===== src/rtl/uart_pkg.sv =====
// Shared types and constants for the UART receive-side line assembler.
package uart_pkg;

    typedef enum logic [1:0] {
        COLLECT,
        HOLD,
        DISCARD
    } line_state_e;

    localparam int unsigned DATA_W  = 8;
    localparam logic [7:0]  CHAR_LF = 8'h0A;
    localparam logic [7:0]  CHAR_CR = 8'h0D;

    // Increment that sticks at the all-ones value.
    function automatic logic [7:0] sat_inc8(input logic [7:0] v);
        return (v == 8'hFF) ? v : v + 8'd1;
    endfunction

endpackage


===== src/rtl/uart_line_ram.sv =====
// Line storage: one write port, one registered read port.
module uart_line_ram
    import uart_pkg::*;
#(
    parameter int unsigned Depth = 64,
    localparam int unsigned AW   = $clog2(Depth)
) (
    input  logic              clk,
    input  logic              rst,
    input  logic              we,
    input  logic [AW-1:0]     wr_addr,
    input  logic [DATA_W-1:0] wr_data,
    input  logic [AW-1:0]     rd_addr,
    output logic [DATA_W-1:0] rd_data
);

    logic [DATA_W-1:0] mem [Depth];

    always_ff @(posedge clk) begin
        if (we) begin
            mem[wr_addr] <= wr_data;
        end
    end

    always_ff @(posedge clk) begin
        if (rst) begin
            rd_data <= '0;
        end else begin
            rd_data <= mem[rd_addr];
        end
    end

endmodule


===== src/rtl/uart_line_buffer.sv =====
// Assembles received bytes into terminator-delimited lines held for a reader.
// Optional UART_LINE_CR_STRIP_EN: drop carriage returns while collecting.
module uart_line_buffer
    import uart_pkg::*;
#(
    parameter int unsigned MaxLineLen = 64,
    parameter logic [7:0]  Terminator = CHAR_LF,
    localparam int unsigned LW = $clog2(MaxLineLen + 1),
    localparam int unsigned AW = $clog2(MaxLineLen)
) (
    input  logic          clk,
    input  logic          rst,
    input  logic [7:0]    rx_data,
    input  logic          rx_valid,
    input  logic          rx_break,
    input  logic          rx_error,
    output logic          line_ready,
    output logic [LW-1:0] line_len,
    output logic          line_err,
    input  logic [AW-1:0] rd_addr,
    output logic [7:0]    rd_data,
    input  logic          line_ack,
    output logic          overflow,
    output logic [7:0]    dropped
);

    localparam logic [LW-1:0] MAX_PTR = LW'(MaxLineLen);

    line_state_e   state;
    logic [LW-1:0] wr_ptr;
    logic          err_flag;
    logic          is_term_c;
    logic          is_cr_c;
    logic          ram_we_c;

    assign is_term_c = (rx_data == Terminator);
`ifdef UART_LINE_CR_STRIP_EN
    assign is_cr_c = (rx_data == CHAR_CR);
`else
    assign is_cr_c = 1'b0;
`endif

    // A byte is stored only while collecting, below capacity, and not pre-empted by break.
    assign ram_we_c = (state == COLLECT) && rx_valid && !rx_break && !is_term_c
                      && !is_cr_c && (wr_ptr < MAX_PTR);

    uart_line_ram #(
        .Depth (MaxLineLen)
    ) u_ram (
        .clk     (clk),
        .rst     (rst),
        .we      (ram_we_c),
        .wr_addr (AW'(wr_ptr)),
        .wr_data (rx_data),
        .rd_addr (rd_addr),
        .rd_data (rd_data)
    );

    always_ff @(posedge clk) begin
        if (rst) begin
            state      <= COLLECT;
            wr_ptr     <= '0;
            err_flag   <= 1'b0;
            line_ready <= 1'b0;
            line_len   <= '0;
            line_err   <= 1'b0;
            overflow   <= 1'b0;
            dropped    <= '0;
        end else begin
            overflow <= 1'b0;
            case (state)
                COLLECT: begin
                    if (rx_break) begin
                        wr_ptr   <= '0;
                        err_flag <= 1'b0;
                    end else begin
                        if (rx_error) begin
                            err_flag <= 1'b1;
                        end
                        if (rx_valid) begin
                            if (is_term_c) begin
                                line_len   <= wr_ptr;
                                line_err   <= err_flag | rx_error;
                                line_ready <= 1'b1;
                                err_flag   <= 1'b0;
                                state      <= HOLD;
                            end else if (!is_cr_c) begin
                                if (wr_ptr < MAX_PTR) begin
                                    wr_ptr <= wr_ptr + LW'(1);
                                end else begin
                                    overflow <= 1'b1;
                                    wr_ptr   <= '0;
                                    err_flag <= 1'b0;
                                    state    <= DISCARD;
                                end
                            end
                        end
                    end
                end
                HOLD: begin
                    if (rx_valid) begin
                        dropped <= sat_inc8(dropped);
                    end
                    // A byte arriving with the ack is still counted, against a fresh count.
                    if (line_ack) begin
                        state      <= COLLECT;
                        wr_ptr     <= '0;
                        err_flag   <= 1'b0;
                        line_ready <= 1'b0;
                        line_err   <= 1'b0;
                        dropped    <= rx_valid ? 8'd1 : 8'd0;
                    end
                end
                DISCARD: begin
                    if (rx_break || (rx_valid && is_term_c)) begin
                        state  <= COLLECT;
                        wr_ptr <= '0;
                    end
                end
                default: begin
                    state <= COLLECT;
                end
            endcase
        end
    end

endmodule


===== config.mk =====
export PLATFORM = sky130hd
export DESIGN_NAME = uart_line_buffer
export DESIGN_NICKNAME = d
export VERILOG_FILES = /design/src/rtl/uart_pkg.sv /design/src/rtl/uart_line_ram.sv /design/src/rtl/uart_line_buffer.sv
export SDC_FILE = /design/constraint.sdc
export NUM_CORES = 1
export LEC_CHECK = 0
export BUFFER_PORTS_ARGS = -buffer_cell sky130_fd_sc_hd__buf_2
export CAP_MARGIN = 10
export CORE_MARGIN = 2
export CORE_UTILIZATION = 56
export DETAILED_ROUTE_END_ITERATION = 8
export PLACE_DENSITY = 0.75
export SKIP_LAST_GASP = 1
export SLEW_MARGIN = 20
export SYNTH_ARGS = -nofsm -noshare
export SYNTH_HDL_FRONTEND = slang
export SYNTH_SLANG_ARGS = --single-unit

===== constraint.sdc =====
create_clock -name clk -period 2.5 [get_ports clk]
set_input_delay 0.25 -clock clk [delete_from_list [all_inputs] [get_ports clk]]
set_output_delay 0.25 -clock clk [all_outputs]
set_load 0.05 [all_outputs]

Word level (Yosys, flattened, before mapping)
Memory sizes are Yosys's and may differ from the RTL's. A register that Yosys moved wholly into a read port is not among the register bits.
Index checks and enable logic that the tools add are counted.
Widths: inputs -> output; s select.
{"block": "totals", "rom_bits": 0, "input_bits": 20, "out_inout_bits": 26, "wordCells": 84, "latchBits": 0, "ff_bits": 28, "ramBits": 512, "memories": 1}
{"block": "op_classes", "eq_ne": 13, "magnitude_cmp": 1, "muxes": 36, "n_mul": 0, "addsub": 2, "bitwise": 4, "shifts": 0, "n_div": 0, "reduce_logical": 19}
{"name": "u_ram.mem", "words": 64, "width": 8, "rd": 1, "rd_ports_with_merged_regs": 1, "write_ports": 1, "line_no": "uart_line_ram.sv:17", "text": "logic [DATA_W-1:0] mem [Depth];"}
{"cell": "$mux 7", "count": 6}
{"cell": "$mux 8", "count": 3}
{"cell": "$pmux 7 s3", "count": 1}
{"cell": "$mux 1", "count": 16}
{"cell": "$reduce_and 5->1", "count": 3}
{"cell": "$mux 2", "count": 6}
{"cell": "$ne 2x2->1 const B", "count": 6}
{"cell": "$ne 3x3->1 const B", "count": 3}
{"cell": "$add 8x1->8 const B", "count": 1}
{"cell": "$eq 8x4->1 const B", "count": 1}
{"cell": "$eq 8x8->1 const B", "count": 1}
{"cell": "$add 7x1->7 const B", "count": 1}
{"cell": "$lt 7x7->1 const B", "count": 1}
{"cell": "$pmux 1 s2", "count": 3}
{"cell": "$pmux 2 s3", "count": 1}
{"cell": "$logic_and 1x1->1", "count": 5}
{"cell": "$reduce_or 5->1", "count": 1}
{"cell": "$reduce_and 4->1", "count": 1}
{"cell": "$reduce_bool 2->1", "count": 2}
{"cell": "$not 1->1", "count": 3}
{"cell": "$reduce_and 3->1", "count": 1}
{"cell": "$reduce_bool 3->1", "count": 1}
{"cell": "$eq 2x1->1 const B", "count": 1}
{"cell": "$eq 2x2->1 const B", "count": 1}
{"cell": "other kinds (5)", "count": 6}

Depth between registers and ports, before layout
Gate-level depths: netlist of the first run.
{"block": "depth", "word_depth": 7, "depth_mapped": 9, "ltp_nobuf": 7}

Cells and area by module
A second synthesis of the first run with hierarchy kept.
{"block": "hier_totals", "cells_unflattened": 1102, "hier_area_um2": 21623.2}
{"mod": "uart_line_ram", "n_inst": 1, "area_each_um2": 20120.5, "cells_per_inst": 921, "seq_area_each_um2": 15534.9}
{"mod": "uart_line_buffer", "n_inst": 1, "area_each_um2": 1502.7, "cells_per_inst": 181, "seq_area_each_um2": 560.5}

Worst setup path before layout of the first run
No wires, ideal clock.
{"block": "synth_timing", "path_kind": "register -> register", "startpoint": "register state[1]", "endpoint": "memory u_ram.mem[45][0] (enable)", "stages_incl_launch_ff": 9, "t_required_ns": 2.130, "setup_ns": 0.370, "path_slack_ns": 0.108, "synth_period_minus_slack_ns": 2.392, "n_path_buf": 1, "arrival_time_ns": 2.022, "cell_sequence": "dfxtp_1 inv_1 ha_1 clkbuf_2 nand3b_1 a211oi_1 and2b_1 nand3_1 nor2_1"}
{"block": "synth_between", "elab_chain_cells": 7}
{"item": "from (decl)", "line_no": "uart_line_buffer.sv:29", "text": "line_state_e state;"}
{"item": "from (signal assigned)", "line_no": "uart_line_buffer.sv:61", "text": "state <= COLLECT;"}
{"item": "from (signal assigned)", "line_no": "uart_line_buffer.sv:86", "text": "state <= HOLD;"}
{"item": "from (signal assigned)", "line_no": "uart_line_buffer.sv:94", "text": "state <= DISCARD;"}
{"item": "$logic_not 2->1", "line_no": "uart_line_buffer.sv:44", "text": "assign ram_we_c = (state == COLLECT) && rx_valid && !rx_break && !is_term_c"}
{"item": "$logic_and 1x1->1 (3 in series)", "line_no": "uart_line_buffer.sv:44"}
{"item": "$logic_and 1x1->1", "line_no": "uart_line_buffer.sv:45", "text": "&& !is_cr_c && (wr_ptr < MAX_PTR);"}
{"item": "$mux 1", "line_no": "uart_line_ram.sv:20", "text": "if (we) begin"}
{"item": "$mux 1 (implied by the code)", "line_no": "uart_line_ram.sv:21", "text": "mem[wr_addr] <= wr_data;"}
{"item": "to (decl)", "line_no": "uart_line_ram.sv:17"}
Every way passes these cells.

Worst setup path in the final report of the first run
{"block": "layout_timing", "startpoint": "register state[1]", "endpoint": "memory u_ram.mem[4][2] (enable)"}
The elaborated chain is that of the path after synthesis.

==> results of run 1 <==
[worst paths after layout]
check | endpoint | slack (ns) | cells after the start
hold reg to reg | line_err$_SDFFE_PP0P_ | 0.49 | 2
setup reg to reg | u_ram.mem[4][2]$_DFFE_PP_ | 0.20 | 8
hold / removal | u_ram.mem[50][6]$_DFFE_PP_ | 0.005 | 1
setup / recovery | u_ram.mem[4][2]$_DFFE_PP_ | 0.20 | 8
[routing by layer]
layer  vias to the layer above  track usage  share of wire
met5                         -            0              0
met4                         0       0.0706          0.026
met3                        99       0.0517          0.098
met2                       687        0.396           0.48
met1                      5982        0.369           0.40
li1                       4861            -              -
[what timing repair did]
item,in CTS,in global routing
buffers inserted,0,0
hold buffers,1,0
endpoints found under the hold margin,4,0
[area by class of cell]
class | count | area (sq um)
sequential | 548 | 16100
tap | 511 | 639
fill | 2487 | 13000
inverter | 6 | 22.5
timing repair buffer | 164 | 1220
clock buffer | 71 | 1480
multi-input combinational | 496 | 5100
clock inverter | 28 | 178
[kinds of logic (layout without fill, tap and decap cells)]
logic type | after synthesis | in the layout
flops | 548 | 548
simple gates | 218 | 218
mux | 157 | 157
compound gates | 113 | 113
buf+inv | 61 | 269
fa+ha+maj | 6 | 6
xor+xnor | 2 | 2
[stage by stage]
| step | hold WS (ns) | power [mW] | utilization | setup slack [ns] |
|---|---|---|---|---|
| floorplan | 0.349 | 10.9 | - | 0.108 |
| detailed placement | 0.471 | 11.3 | 0.611 | 0.0927 |
| global route | 0.00896 | 19.3 | 0.655 | 0.0186 |
| CTS | 0.000938 | 18.8 | 0.655 | 0.228 |
| global placement | 0.463 | 11.3 | 0.611 | 0.150 |
| finish | 0.00464 | 18.8 | 0.655 | 0.199 |
[report_power, final]
part,total [mW],switching (mW),internal [mW],leakage (nW)
registers,10.1,0.0301,10.1,4.90
logic,1.05,0.673,0.373,2.44
clock network,7.63,3.29,4.34,0.810
total,18.8,3.99,14.8,8.15
[cell usage after synthesis (all sizes together), types with 6 or more instances]
cell,n
a211oi,6
a21oi,13
buf,38
clkbuf,17
dfxtp,36
edfxtp,512
ha,6
inv,6
mux2i,26
mux4,126
nand2,30
nand2b,12
nand3,12
nand3b,12
nor2,110
nor2b,8
o21ai,20
o221ai,6
o22ai,19
[state kept, by name, summed over array words and instances (netlist names), 2 cells and up]
register,cells
state,2
line_len,7
u_ram.rd_data,8
wr_ptr,7
u_ram.mem,512
dropped,8
==> reports/metrics.cfg, run 1 <==
[route]
first_pass_iters = 6
vias = 11600
ant_nets = 0
avgRoutedWirePerCell_um = 27.5
drc_errors = 0
drt-initial-drc-count = 1555
viasPerCell = 6.38
finalWirelength_mm = 50.1

[clocking]
cts_resized = 0
clkSlewWorstSetupHoldPaths_ns = 0.06
root_buffer = clkbuf_16
cts_inserted_buffers = 54
cts_htree_levels = 2
cts_tree = yes
cts.path.max_buffers = 3
cts.sinks = 548
clkLatencyLatePin_ns = 0.60

[synth]
yosysSeqAreaShare = 0.747
synth_edf_count = 512
syn_nets = 1131
synth_largest_area_cell = edfxtp_1
syn-mean-instance-area_sq_um = 19.5
synth_mux_area_frac = 0.146
synth_cell_type_count = 63
yosysWarningCount = 0
synthTopCellsByArea = edfxtp_1 (71%), mux4_2 (13%), dfxtp_1 (3.3%)
synth_simple_gate_area_share = 0.0485
synth_ff_type = edfxtp_1
synth_xor_area_frac = 0.000813
async_flop_share = 0
synth_top_family_by_area = multiplexers
syn_inst = 1105
netlist_area_sq_um = 21500
synth_adder_area_share = 0.00348
synth_compound_area_frac = 0.0378
yosys_register_bits = 548
netlist.area_leader.share = 0.714

[final_layout]
area_growth_pct = 14.8
fin_nets = 1296
drive_above_1_share = 0.285
diodes = 0
final_cells = 1824
final_common_cell = edfxtp_1
final_cell_mix = edfxtp_1 (512), mux4_2 (126), buf_4 (113)
final_area_sq_um = 24700

[worst_setup_path]
critPathTopFamily = simple AND/OR/NAND/NOR gates
crit_chain = inv_1 -> ha_1 -> nand3b_1 -> a211oi_1 -> and2b_1 -> nand2_1 -> nor2_1 -> buf_4
r2r_start = state[1]$_SDFFE_PP0P_
cp_max_fo = 8
startpoint_type = flop
worstSetupPathType = reg2reg
worst_ep_arrival_time_ns = 2.58
cp_slowest_cell = dfxtp_1
crit_path_end_kind = flop
critPathMaxStageDelay_ns = 0.32
cp_num_buf_inv = 2
setup.worst_path.start = state[1]$_SDFFE_PP0P_
required_ns = 2.78

[sta]
period_share = 0.920
hold_viol = 0
clock_skew_ns = 0.0195
rsz0062_at_grt = false
setup_violations = 0
fin_tns_setup_ns = 0
max_freq_mhz = 435
fin_crit_ns = 2.30
tightestPinTransition_ns = 0.752
slew_headroom = 0.499
finalMaxSlewViolations = 0

[grt]
grt_pass1_wl_mm = 74.5
grt_usage = 0.253
gr-total-overflow = 0
grt_pass1_vias = 11300
grt_max_degree = 65
antenna_found_initial = 0

[pwr]
max-vdd-ir-drop_uv = 582
power_density_nw_per_um2 = 759
leakage_nw = 8.15

[floorplan]
num_io_pins = 46
dieArea_sq_um = 40100
rows = 71
dieWidth_um = 200
die_y_um = 200
initial_utilization = 0.571
core_sq_um = 37800

[hold_path]
hold_start = rx_data[6]
hold_path.class = in2reg

[placement]
place_area_sq_um = 23100
place_inst = 1724
dp_hpwl_mm = 32.0
io_buffers = 45
gp_congestion = 0.882

[status]
outcome = finished clean

[run]
maxCapViolCount = 0

(Power assumes the default switching activity.)
==> run 2: changes to the inputs <==
--- a/config.mk
+++ b/config.mk
@@ -8,9 +8,9 @@
 export BUFFER_PORTS_ARGS = -buffer_cell sky130_fd_sc_hd__buf_2
 export CAP_MARGIN = 10
 export CORE_MARGIN = 2
-export CORE_UTILIZATION = 56
+export CORE_UTILIZATION = 30
 export DETAILED_ROUTE_END_ITERATION = 8
-export PLACE_DENSITY = 0.75
+export PLACE_DENSITY = 0.46
 export SKIP_LAST_GASP = 1
 export SLEW_MARGIN = 20
 export SYNTH_ARGS = -nofsm -noshare
==> reports/metrics.cfg, run 2 (synthesis results as in run 1) <==
[floorplan]
initial_utilization = 0.302
core_sq_um = 71200
dieWidth_um = 272
rows = 98
dieArea_sq_um = 74000
num_io_pins = 46
die_y_um = 272

[clocking]
cts.path.max_buffers = 3
clkLatencyLatePin_ns = 0.64
cts_tree = yes
root_buffer = clkbuf_16
cts_setup_buffers = 0
cts_htree_levels = 2
cts.sinks = 548
cts_inserted_buffers = 59
clkSlewWorstSetupHoldPaths_ns = 0.06

[route]
vias = 11600
ant_nets = 0
drt-initial-drc-count = 1225
avgRoutedWirePerCell_um = 25.4
drc_errors = 0
first_pass_iters = 7
finalWirelength_mm = 59.5
viasPerCell = 4.94

[sta]
period_share = 0.918
layout_setup_ws_ns = 0.204
clock_skew_ns = 0.0319
rsz0062_at_grt = false
finalMaxSlewViolations = 0
setup_violations = 0
hold_viol = 0
slew_headroom = 0.450
hold_ws_ns = 0.0485
tightestPinTransition_ns = 0.825
fin_crit_ns = 2.30
max_freq_mhz = 436

[grt]
grt_pass1_wl_mm = 86.1
grt_pass1_vias = 12000
grt_usage = 0.161
gr-total-overflow = 0
grt_max_degree = 65
antenna_found_initial = 2

[pwr]
leakage_nw = 8.66
power_density_nw_per_um2 = 758
max-vdd-ir-drop_uv = 438

[worst_setup_path]
worst_ep_arrival_time_ns = 2.62
worst_path_most_repeated_cell = buf_4
critPathMaxStageDelay_ns = 0.34
crit_chain = inv_1 -> ha_1 -> nand3b_1 -> buf_4 -> a211oi_2 -> and2b_2 -> nand3_1 -> buf_4 -> nor2_1 -> buf_4
worstSetupPathType = reg2reg
cp_slowest_cell = dfxtp_1
crit_path_end_kind = flop
ff2ff_path_depth = 10
cp_max_fo = 8
startpoint_type = flop
required_ns = 2.82

[final_layout]
largest-register = u_ram.mem
seq_area_sq_um = 16100
multiInputGateArea_sq_um = 5110
final_common_cell = edfxtp_1
final_cells = 2347
reg_top3 = u_ram.mem x512, dropped x8, u_ram.rd_data x8
largest_reg_flops = 512
final_cell_mix = edfxtp_1 (512), buf_4 (180), mux4_2 (126)
area_growth_pct = 21.2
final.fill_count = 6582
fin_nets = 1372
drive_above_1_share = 0.336

[placement]
dp_hpwl_mm = 38.4
io_buffers = 45
gp_congestion = 0.809
pre_cts_ws_ns = -0.0617
place_inst = 2233

[run]
maxCapViolCount = 0

[hold_path]
hold_path.class = in2reg
holdPathStages = 4

[status]
outcome = finished clean

run 2: changes by cell type in the layout (fill, tap and decap cells not counted), sizes merged:
cell and change:
diode +1, buf +69, inv +2, clkbuf +6
clkinv +5, clkinvlp -1, dlygate4sd3 +1, bufinv +1
run 2: critical path, delay by kind of cell (launching register included):
family	cells	cell delay, ns
buf+inv	4	0.68
simple gates	4	0.60
flops	1	0.34
compound gates	1	0.20
fa+ha+maj	1	0.17
run 2: per-stage QoR:
step / power [mW] / cell area (sq um) / util / TNS (ns)
final: 19.8 / 26100 / 0.367 / 0
after global routing: 20.4 / 26100 / 0.366 / 0
after CTS: 20.0 / 26100 / 0.366 / 0
after detailed placement: 11.5 / 24200 / 0.340 / -3.51
after global placement: 11.5 / 24200 / 0.340 / -3.73
after floorplan: 10.9 / 21500 / - / 0
run 2: report_power, final:
| part | switching (mW) | internal (mW) |
|---|---|---|
| clock | 3.68 | 4.84 |
| combinational | 0.736 | 0.436 |
| sequential | 0.0389 | 10.1 |
| total | 4.46 | 15.3 |
run 2: area by class of cell:
cell class              instances  area share
diodes                          1   0.0000958
clock buffers                  76      0.0613
clock inverters                35      0.0113
inverters                       6    0.000863
multi-input cells             496       0.196
flip-flops and latches        548       0.616
well taps                     950      0.0455
repair buffers                235      0.0688
run 2: timing repair:
item / 4_1_cts / 5_1_grt
resized for setup: 0 / 2
hold buffers: 2 / 0
endpoints found under the hold margin: 2 / 0
endpoints found under the setup margin: 0 / 284
run 2: worst paths after layout:
path                                      to  slack (ns)             startpoint
hold reg to reg        line_err$_SDFFE_PP0P_        0.49  line_err$_SDFFE_PP0P_
hold / removal           overflow$_SDFF_PP0_        0.05               rx_break
setup reg to reg  u_ram.mem[46][3]$_DFFE_PP_        0.20  state[0]$_SDFFE_PP0P_
setup / recovery  u_ram.mem[46][3]$_DFFE_PP_        0.20  state[0]$_SDFFE_PP0P_
run 2: routing by layer:
metal  GRT usage  part of all wire  vias to the layer above
li1            -                 -                     5037
met1       0.230              0.45                     6129
met2       0.249              0.46                      342
met3      0.0326             0.063                       83
met4      0.0490             0.025                        0
met5           0                 0                        -
==> run 3: changes to the inputs <==
--- a/config.mk
+++ b/config.mk
@@ -10,7 +10,7 @@
 export CORE_MARGIN = 2
 export CORE_UTILIZATION = 30
 export DETAILED_ROUTE_END_ITERATION = 8
-export PLACE_DENSITY = 0.46
+export PLACE_DENSITY = 0.44
 export SKIP_LAST_GASP = 1
 export SLEW_MARGIN = 20
 export SYNTH_ARGS = -nofsm -noshare
==> constraint.sdc (replaced) <==
create_clock -name clk -period 2.55 [get_ports clk]
set_input_delay 0.255 -clock clk [delete_from_list [all_inputs] [get_ports clk]]
set_output_delay 0.255 -clock clk [all_outputs]
set_load 0.05 [all_outputs]
==> reports/metrics.cfg, run 3 (synthesis results as in run 1) <==
[status]
outcome = finished with violations
violations = negative setup slack

[final_layout]
final_common_cell = edfxtp_1
final.fill_count = 6640
drive_above_1_share = 0.319
final_cells = 2322
reg_top3 = u_ram.mem x512, dropped x8, u_ram.rd_data x8
fin_nets = 1349
diodes = 0
final_cell_mix = edfxtp_1 (512), buf_4 (157), mux4_2 (126)
largest_reg_flops = 512
area_growth_pct = 20.3
largest-register = u_ram.mem

[placement]
dp_hpwl_mm = 39.2
gp_congestion = 0.772
io_buffers = 45
place_inst = 2210

[hold_path]
holdPathStages = 5
hold_path.class = in2reg

[worst_setup_path]
cp_num_cells = 8
worst_path_most_repeated_cell = buf_4
startpoint_type = flop
cp_num_buf_inv = 3
required_ns = 2.78
cp_slowest_cell = nor2_1
ff2ff_path_depth = 8
worstSetupPathType = reg2reg
crit_path_end_kind = flop
crit_chain = inv_1 -> ha_1 -> nand3b_1 -> a211oi_1 -> buf_4 -> buf_4 -> nand2_1 -> nor2_1
cp_max_fo = 8
critPathTopFamily = simple AND/OR/NAND/NOR gates
critPathMaxStageDelay_ns = 0.62
worst_ep_arrival_time_ns = 2.80

[sta]
clock_skew_ns = 0.0299
setup_violations = 16
layout_setup_ws_ns = -0.0167
max_freq_mhz = 390
fin_tns_setup_ns = -0.209
period_share = 1.01
tightestPinTransition_ns = 0.842
hold_viol = 0
fin_crit_ns = 2.57
rsz0062_at_grt = true
finalMaxSlewViolations = 0
slew_headroom = 0.437

[clocking]
cts_htree_levels = 2
clkSlewWorstSetupHoldPaths_ns = 0.06
cts_setup_buffers = 0
cts.path.max_buffers = 3
root_buffer = clkbuf_16
cts.sinks = 548
clkLatencyLatePin_ns = 0.63
cts_inserted_buffers = 60
cts_tree = yes

[run]
maxCapViolCount = 0

[route]
ant_nets = 0
avgRoutedWirePerCell_um = 25.5
drt-initial-drc-count = 1012
viasPerCell = 4.92
finalWirelength_mm = 59.3
first_pass_iters = 5
vias = 11400
drc_errors = 0

[floorplan]
dieWidth_um = 272
initial_utilization = 0.302
core_sq_um = 71200
die_y_um = 272
rows = 98
num_io_pins = 46
dieArea_sq_um = 74000

[grt]
gr-total-overflow = 0
grt_max_degree = 65
grt_pass1_wl_mm = 85.4
grtUsageMet3 = 0.0291
antenna_found_initial = 2
grt_usage = 0.160
top_usage_layer = met2
grt_use_met1 = 0.232
grt_pass1_vias = 11800
grtUsageMet2 = 0.253

[pwr]
leakage_nw = 8.48
power_density_nw_per_um2 = 744
p_total_mw = 19.3
max-vdd-ir-drop_uv = 440

-- run 3: cell types whose count changed in the layout (fill, tap and decap cells not counted), sizes merged, moves of 2 or more --
cell	delta
clkinvlp	+3
clkbuf	-3
clkinv	-2
buf	-23
-- run 3: final timing paths --
path,startpoint,end,slack [ns]
setup / recovery,state[1]$_SDFFE_PP0P_,u_ram.mem[60][2]$_DFFE_PP_,-0.02
hold reg to reg,line_err$_SDFFE_PP0P_,line_err$_SDFFE_PP0P_,0.47
hold / removal,rx_error,line_err$_SDFFE_PP0P_,0.03
setup reg to reg,state[1]$_SDFFE_PP0P_,u_ram.mem[60][2]$_DFFE_PP_,-0.02
-- run 3: metal layers --
layer  wire length (um)  up-vias
met5                  0        -
met4               1010        0
met3               2850       69
met2              27600      270
met1              27900     6105
li1                   -     4977
-- run 3: power breakdown --
| group | switching, mW | total [mW] | internal [mW] | leakage (nW) |
|---|---|---|---|---|
| logic | 0.727 | 1.16 | 0.430 | 2.69 |
| clock network | 3.48 | 8.23 | 4.75 | 0.894 |
| registers | 0.0346 | 9.90 | 9.86 | 4.90 |
| total | 4.24 | 19.3 | 15.0 | 8.48 |
-- run 3: tightest hold or removal path, stage by stage --
cell     delay (ns)
buf_2          0.08
nor2_1         0.04
nor2_1         0.08
nand2_1        0.05
a21oi_1        0.13
-- run 3: layout make-up --
type / instances / area (sq um) / share of cell area
sequential: 548 / 16100 / 0.621
clock inverter: 38 / 282 / 0.0109
tap: 950 / 1190 / 0.0459
multi-input combinational: 496 / 5140 / 0.198
timing repair buffer: 211 / 1610 / 0.0622
inverter: 6 / 22.5 / 0.000869
clock buffer: 73 / 1570 / 0.0606
-- run 3: repair_timing --
| action | in CTS | in global routing |
|---|---|---|
| resized for setup | 4 | 8 |
| endpoints found under the hold margin | 5 | 0 |
| hold buffers | 1 | 0 |
| endpoints found under the setup margin | 56 | 126 |
-- run 3: metrics by stage --
| stage | instance area (sq um) | hold WS (ns) | utilization | worst slack [ns] |
|---|---|---|---|---|
| CTS | 25900 | 0.00951 | 0.363 | -0.159 |
| finish | 25900 | 0.0331 | 0.364 | -0.0167 |
| detailed placement | 24000 | 0.466 | 0.337 | -0.133 |
| floorplan | 21500 | 0.354 | - | 0.158 |
| global route | 25900 | 0.0423 | 0.364 | -0.137 |
| global placement | 24000 | 0.464 | 0.337 | -0.0940 |
